## src/rtl/z3_pkg.sv

```systemverilog
// Shared encodings and helpers for the Zorro III slave cycle engine.
package z3_pkg;

  localparam int Z3_STATE_W          = 3;
  localparam int Z3_TIMEOUT_DEFAULT  = 255;

  typedef logic [Z3_STATE_W-1:0] z3_state_t;

  localparam z3_state_t ST_IDLE  = 3'd0;
  localparam z3_state_t ST_START = 3'd1;
  localparam z3_state_t ST_DATA  = 3'd2;
  localparam z3_state_t ST_END   = 3'd3;
  localparam z3_state_t ST_MWAIT = 3'd4;
  localparam z3_state_t ST_ERR   = 3'd5;

  // Isolates the least significant set bit; callers narrow the result to their width.
  function automatic logic [31:0] lowest_one(input logic [31:0] v);
    return v & (~v + 32'd1);
  endfunction

endpackage

```

## src/rtl/z3_sync.sv

```systemverilog
// Multi-flop synchroniser for asynchronous active-low bus strobes; resets to negated.
module z3_sync #(
  parameter int WIDTH  = 6,
  parameter int STAGES = 2
) (
  input  logic             clk,
  input  logic             reset,
  input  logic [WIDTH-1:0] d,
  output logic [WIDTH-1:0] q
);

  localparam int NSTG = (STAGES < 2) ? 2 : STAGES;

  logic [WIDTH-1:0] stage [NSTG];

  // NOTE: sequential state uses non-blocking assignments so every stage samples the pre-edge value.
  always_ff @(posedge clk) begin
    if (reset) begin
      for (int i = 0; i < NSTG; i++) stage[i] <= '1;
    end else begin
      stage[0] <= d;
      for (int i = 1; i < NSTG; i++) stage[i] <= stage[i-1];
    end
  end

  assign q = stage[NSTG-1];

endmodule

```

## src/rtl/z3_slave_ctrl.sv

```systemverilog
// Zorro III slave cycle engine: target arbitration, burst handshake, DTACK timeout.
module z3_slave_ctrl
  import z3_pkg::*;
#(
  parameter int NUM_TGT        = 5,
  parameter int SYNC_STAGES    = 2,
  parameter int TIMEOUT_CYCLES = Z3_TIMEOUT_DEFAULT,
  parameter int MULTI_EN       = 1,
  parameter int BEAT_W         = 8
) (
  input  logic               CLK,
  input  logic               RESET,
  input  logic               FCS_n,
  input  logic [3:0]         DS_n,
  input  logic               MTCR_n,
  input  logic               READ,
  input  logic               DOE,
  input  logic               match,
  input  logic               validspace,
  input  logic [NUM_TGT-1:0] tgt_sel,
  input  logic [NUM_TGT-1:0] tgt_ack,
  output logic [NUM_TGT-1:0] tgt_start,
  output logic [NUM_TGT-1:0] cycle_tgt,
  output logic               DTACK,
  output logic               MTACK,
  output logic               BERR,
  output logic               busy,
  output logic [BEAT_W-1:0]  beat_cnt,
  output logic [7:0]         err_cnt
);

  localparam logic MULTI = (MULTI_EN != 0);

  logic [5:0] sync_q;
  logic       fcs, ds_any, mtcr;
  logic       req_data, own_ack, timed_out, enter_data;
  logic [31:0] timer;
  z3_state_t  state, state_nxt;

  z3_sync #(.WIDTH(6), .STAGES(SYNC_STAGES)) u_sync (
    .clk   (CLK),
    .reset (RESET),
    .d     ({MTCR_n, DS_n, FCS_n}),
    .q     (sync_q)
  );

  assign fcs       = ~sync_q[0];
  assign ds_any    = |(~sync_q[4:1]);
  assign mtcr      = ~sync_q[5];
  assign req_data  = READ || (ds_any && DOE);
  assign own_ack   = |(tgt_ack & cycle_tgt);
  assign timed_out = (TIMEOUT_CYCLES != 0) && (timer == 32'(TIMEOUT_CYCLES - 1));

  always_comb begin
    // NOTE: defaulting next state before the case keeps this purely combinational (no latch).
    state_nxt = state;
    case (state)
      ST_IDLE:  if (fcs && match && validspace && (|tgt_sel)) state_nxt = ST_START;
      ST_START: if (!fcs) state_nxt = ST_IDLE;
                else if (req_data) state_nxt = ST_DATA;
      ST_DATA:  if (!fcs) state_nxt = ST_IDLE;
                else if (own_ack) state_nxt = ST_END;
                else if (timed_out) state_nxt = ST_ERR;
      ST_END:   if (!fcs) state_nxt = ST_IDLE;
                else if (MULTI && !ds_any && !mtcr) state_nxt = ST_MWAIT;
      ST_MWAIT: if (!fcs || !MULTI) state_nxt = ST_IDLE;
                else if (mtcr && req_data) state_nxt = ST_DATA;
      ST_ERR:   if (!fcs) state_nxt = ST_IDLE;
      default:  state_nxt = ST_IDLE;
    endcase
  end

  assign enter_data = (state_nxt == ST_DATA) && (state != ST_DATA);

  always_ff @(posedge CLK) begin
    if (RESET) begin
      state     <= ST_IDLE;
      cycle_tgt <= '0;
      tgt_start <= '0;
      beat_cnt  <= '0;
      err_cnt   <= '0;
      timer     <= '0;
    end else begin
      state     <= state_nxt;
      tgt_start <= enter_data ? cycle_tgt : '0;

      if (state_nxt == ST_IDLE)
        cycle_tgt <= '0;
      else if (state == ST_IDLE)
        cycle_tgt <= NUM_TGT'(lowest_one(32'(tgt_sel)));

      if (state_nxt == ST_IDLE)
        beat_cnt <= '0;
      else if (state == ST_DATA && state_nxt == ST_END)
        beat_cnt <= beat_cnt + BEAT_W'(1);

      if (state == ST_DATA && state_nxt == ST_ERR && err_cnt != 8'hFF)
        err_cnt <= err_cnt + 8'd1;

      if (enter_data)
        timer <= '0;
      else if (state == ST_DATA)
        timer <= timer + 32'd1;
    end
  end

  // Status outputs are decoded from the registered state, so they change on the entering edge.
  assign DTACK = (state == ST_END);
  assign BERR  = (state == ST_ERR);
  assign MTACK = MULTI && (state != ST_IDLE);
  assign busy  = (state != ST_IDLE);

endmodule

```

## config.mk

```make
export PLATFORM = sky130hd
export DESIGN_NAME = z3_slave_ctrl
export DESIGN_NICKNAME = d
export VERILOG_FILES = /design/src/rtl/z3_pkg.sv /design/src/rtl/z3_sync.sv /design/src/rtl/z3_slave_ctrl.sv
export SDC_FILE = /design/constraint.sdc
export NUM_CORES = 1
export LEC_CHECK = 0
export ABC_AREA = 1
export BUFFER_PORTS_ARGS = -buffer_cell sky130_fd_sc_hd__buf_2
export CAP_MARGIN = 20
export CORE_AREA = 8 8 94 96
export CTS_CLUSTER_DIAMETER = 40
export DETAILED_ROUTE_END_ITERATION = 10
export DIE_AREA = 0 0 102 104
export GPL_TIMING_DRIVEN = 0
export PLACE_DENSITY = 0.77
export SLEW_MARGIN = 30
export SYNTH_ARGS = -nofsm -noshare
export SYNTH_HDL_FRONTEND = slang
export SYNTH_SLANG_ARGS = --single-unit
```

## constraint.sdc

```tcl
create_clock -name CLK -period 3.5 [get_ports CLK]
set_input_delay 0.7 -clock CLK [delete_from_list [all_inputs] [get_ports CLK]]
set_output_delay 0.7 -clock CLK [all_outputs]
set_load 0.005 [all_outputs]
```

==> results.json <==
{
  "clk_pin_slew_ns": 0.08,
  "cts_buffer_depth": 2,
  "power.leakage_uw": 0.00200,
  "rr_worst_depth": 14,
  "hold_class": "reg -> reg",
  "r2r-start": "timer[0]$_SDFFE_PP0P_",
  "drt-total-wl_um": 8710,
  "finalSetupTns_ns": 0,
  "post-cts-setup-buffers": 0,
  "diodes": 0,
  "finalCritPeriodShare_pct": 61.1,
  "worstReg2RegEnd": "beat_cnt[3]$_SDFFE_PP0P_",
  "portBuffers": 51,
  "viasPerCell": 4.91,
  "run_status": "complete, no violations",
  "gr-total-overflow": 0,
  "rrSetupSlack_ns": 1.36,
  "synthesis.area_um2": 3900,
  "place.gp.congestion": 0.889,
  "wl_per_cell_um": 11.9,
  "firstDrtPassIters": 5,
  "yosys_warnings": 0,
  "numCtsBuffers": 9,
  "worstSkewPairLatency_ns": 0.34,
  "min-delay-start": "u_sync.stage[0][4]$_SDFF_PP1_",
  "dieWidth_um": 102,
  "crit_path_end_kind": "flip-flop",
  "synth-seq-cells": 73,
  "synth_cell_types": 32,
  "skew_ns": 0.00685,
  "fin_crit_ns": 2.14,
  "synthToLayoutAreaGrowth_pct": 16.0,
  "powerDensity_nw_per_um2": 370,
  "cp_slowest_stage_delay_ns": 0.38,
  "criticalPathCategory": "reg -> reg",
  "critPathMostFrequentCell": "nand2_1",
  "dpl.hpwl_um": 6730,
  "h-tree-depth": 3,
  "synth_fp_nets": 592,
  "crit_chain": "inv_1, ha_1, nand3_1, nor2_1, nand2_1, o21ai_0, nand2_1, nand2_1, nor2_2, nand2_1, nand2_1, nand2_1, nand2_1, inv_1",
  "grt_pass1_wl_um": 15400,
  "coreArea_um2": 7450,
  "dr_total_vias": 3603,
  "drt-initial-drc-count": 179,
  "worstMarginPinSlew_ns": 0.502,
  "fin_nets": 654,
  "layout_setup_ws_ns": 1.36,
  "start_kind": "flip-flop",
  "fp-row-count": 32,
  "antenna_found_initial": 0,
  "drc_errors": 0,
  "critPathArrivalTime_ns": 2.38,
  "grt_max_degree": 13,
  "max_freq_mhz": 468,
  "ir_drop_mv": 0.334,
  "report.final.slew_viol_count": 0,
  "cts_resized": 0,
  "start_util_pct": 52.4,
  "holdPathStages": 1,
  "grt_usage_pct": 17.4,
  "avgSynthCellArea_um2": 6.90,
  "root_buffer": "clkbuf_8",
  "drive_gt1_share_pct": 18.4,
  "clock-sinks": 73,
  "hold_buffers": 0,
  "tritoncts": "built",
  "die_h_um": 104,
  "setup-violations-final": 0,
  "drtAntennaViolNets": 0,
  "dp_slack_ns": 1.11,
  "synthCells": 566,
  "rsz0062_at_grt": "false",
  "layout_common_cells": "117 x nand2_1, 104 x nor2_1, 73 x inv_1, 73 x dfxtp_1, 51 x buf_2",
  "worstHoldEndpoint": "u_sync.stage[0][10]$_SDFF_PP1_",
  "dieArea_um2": 10600,
  "slew_headroom_pct": 66.3,
  "yosysSeqAreaShare_pct": 37.4,
  "drv_cap": 0,
  "worstPathMaxFanout": 9,
  "cp_slowest_cell": "dfxtp_1",
  "cp.required_ns": 3.74,
  "io_pins": 52,
  "final-hold-violation-count": 0,
  "grt_pass1_vias": 3535,
  "layout_commonest_cell": "nand2_1"
}
## cell usage after synthesis
cell	n	share of area, %
nand3_2	1	0.26
a22oi_1	2	0.38
o21bai_1	1	0.19
inv_2	3	0.29
nand2_2	7	1.1
nand2_4	3	0.87
nand3b_1	1	0.19
nor2_1	104	10
ha_1	4	1.3
buf_6	3	0.87
nor3_4	2	0.83
clkinv_1	1	0.096
nand2_1	117	11
a21oi_1	18	2.3
nor4_1	2	0.32
xor2_1	30	6.7
a21boi_1	1	0.19
clkbuf_1	3	0.29
o21ai_0	5	0.64
nor3_1	14	1.8
or2_2	14	2.2
nor2_2	12	1.9
inv_1	73	7.0
o21ai_1	3	0.38
nand4_1	15	2.4
nor4_4	1	0.54
dfxtp_1	73	37
buf_4	1	0.19
a31oi_1	2	0.32
xnor2_1	8	1.8
nand3_1	39	5.0
nor2_4	3	0.87
## worst max-delay path by stage
| stage | startpoint | end | slack, ns | depth (start not counted) |
|---|---|---|---|---|
| 5_1_grt | timer[0]$_SDFFE_PP0P_ | beat_cnt[3]$_SDFFE_PP0P_ | 1.15 | 14 |
| 4_1_cts | timer[0]$_SDFFE_PP0P_ | beat_cnt[3]$_SDFFE_PP0P_ | 1.38 | 14 |
| 2_1_floorplan | tgt_ack[1] | timer[5]$_SDFFE_PP0P_ | 1.55 | 13 |
| 3_3_place_gp | tgt_ack[1] | timer[6]$_SDFFE_PP0P_ | 1.15 | 14 |
| 6_report | timer[0]$_SDFFE_PP0P_ | beat_cnt[3]$_SDFFE_PP0P_ | 1.36 | 14 |
| 3_5_place_dp | tgt_ack[1] | timer[5]$_SDFFE_PP0P_ | 1.11 | 14 |
## per-stage QoR
step                      hold slack [ns]  cells  power [uW]  util, %  area (um2)
final                               0.411    734        1680     60.8        4530
after global routing                0.429    734        1730     60.8        4530
after CTS                           0.411    734        1690     60.8        4530
after detailed placement            0.393    719         906     57.6        4290
after global placement              0.392    719         905     57.6        4290
after floorplan                     0.389    566         886        -        3910
## sequential cells by signal, summed over array words and instances (netlist names)
signal,cells
tgt_start,5
beat_cnt,8
state,3
u_sync.stage,12
cycle_tgt,5
timer,32
err_cnt,8
## layer usage
metal	part of all wire [%]	wire length [um]	global-route usage, %	up-vias
li1	-	-	-	1891
met1	46	3980	20.4	1630
met2	49	4310	30.1	74
met3	3.7	322	3.88	8
met4	1.3	110	5.35	0
met5	0	0	0	-
## report_power, final
group	internal, uW	total [uW]	switching [uW]	leakage (uW)
logic	21.9	48.6	26.7	0.00128
clock network	489	789	300	0.000122
registers	837	839	1.88	0.000591
## logic make-up after synthesis
group	synth area share [%]
AOI/OAI and AO/OA	4.42
xor gates and xnor gates	8.52
adders and majority gates	1.28
buffers and inverters	8.75
DFF	37.4
and+or+nand+nor	39.6
## cell type report
| type | count | area [um2] |
|---|---|---|
| Timing Repair Buffer | 51 | 255 |
| Clock buffer | 10 | 138 |
| Multi-Input combinational cell | 409 | 2100 |
| Tap cell | 102 | 128 |
| Clock inverter | 5 | 104 |
| Inverter | 77 | 289 |
| Buffer | 7 | 52.6 |
| Fill cell | 709 | 2920 |
| Sequential cell | 73 | 1460 |
## critical path, delay by kind of cell, from the launching register on
kind	cells	cell delay (ns)
simple gates	10	1.21
flops	1	0.38
fa+ha+maj	1	0.23
compound gates	1	0.10
buf+inv	2	0.13
Power figures use the tool's default switching activity.
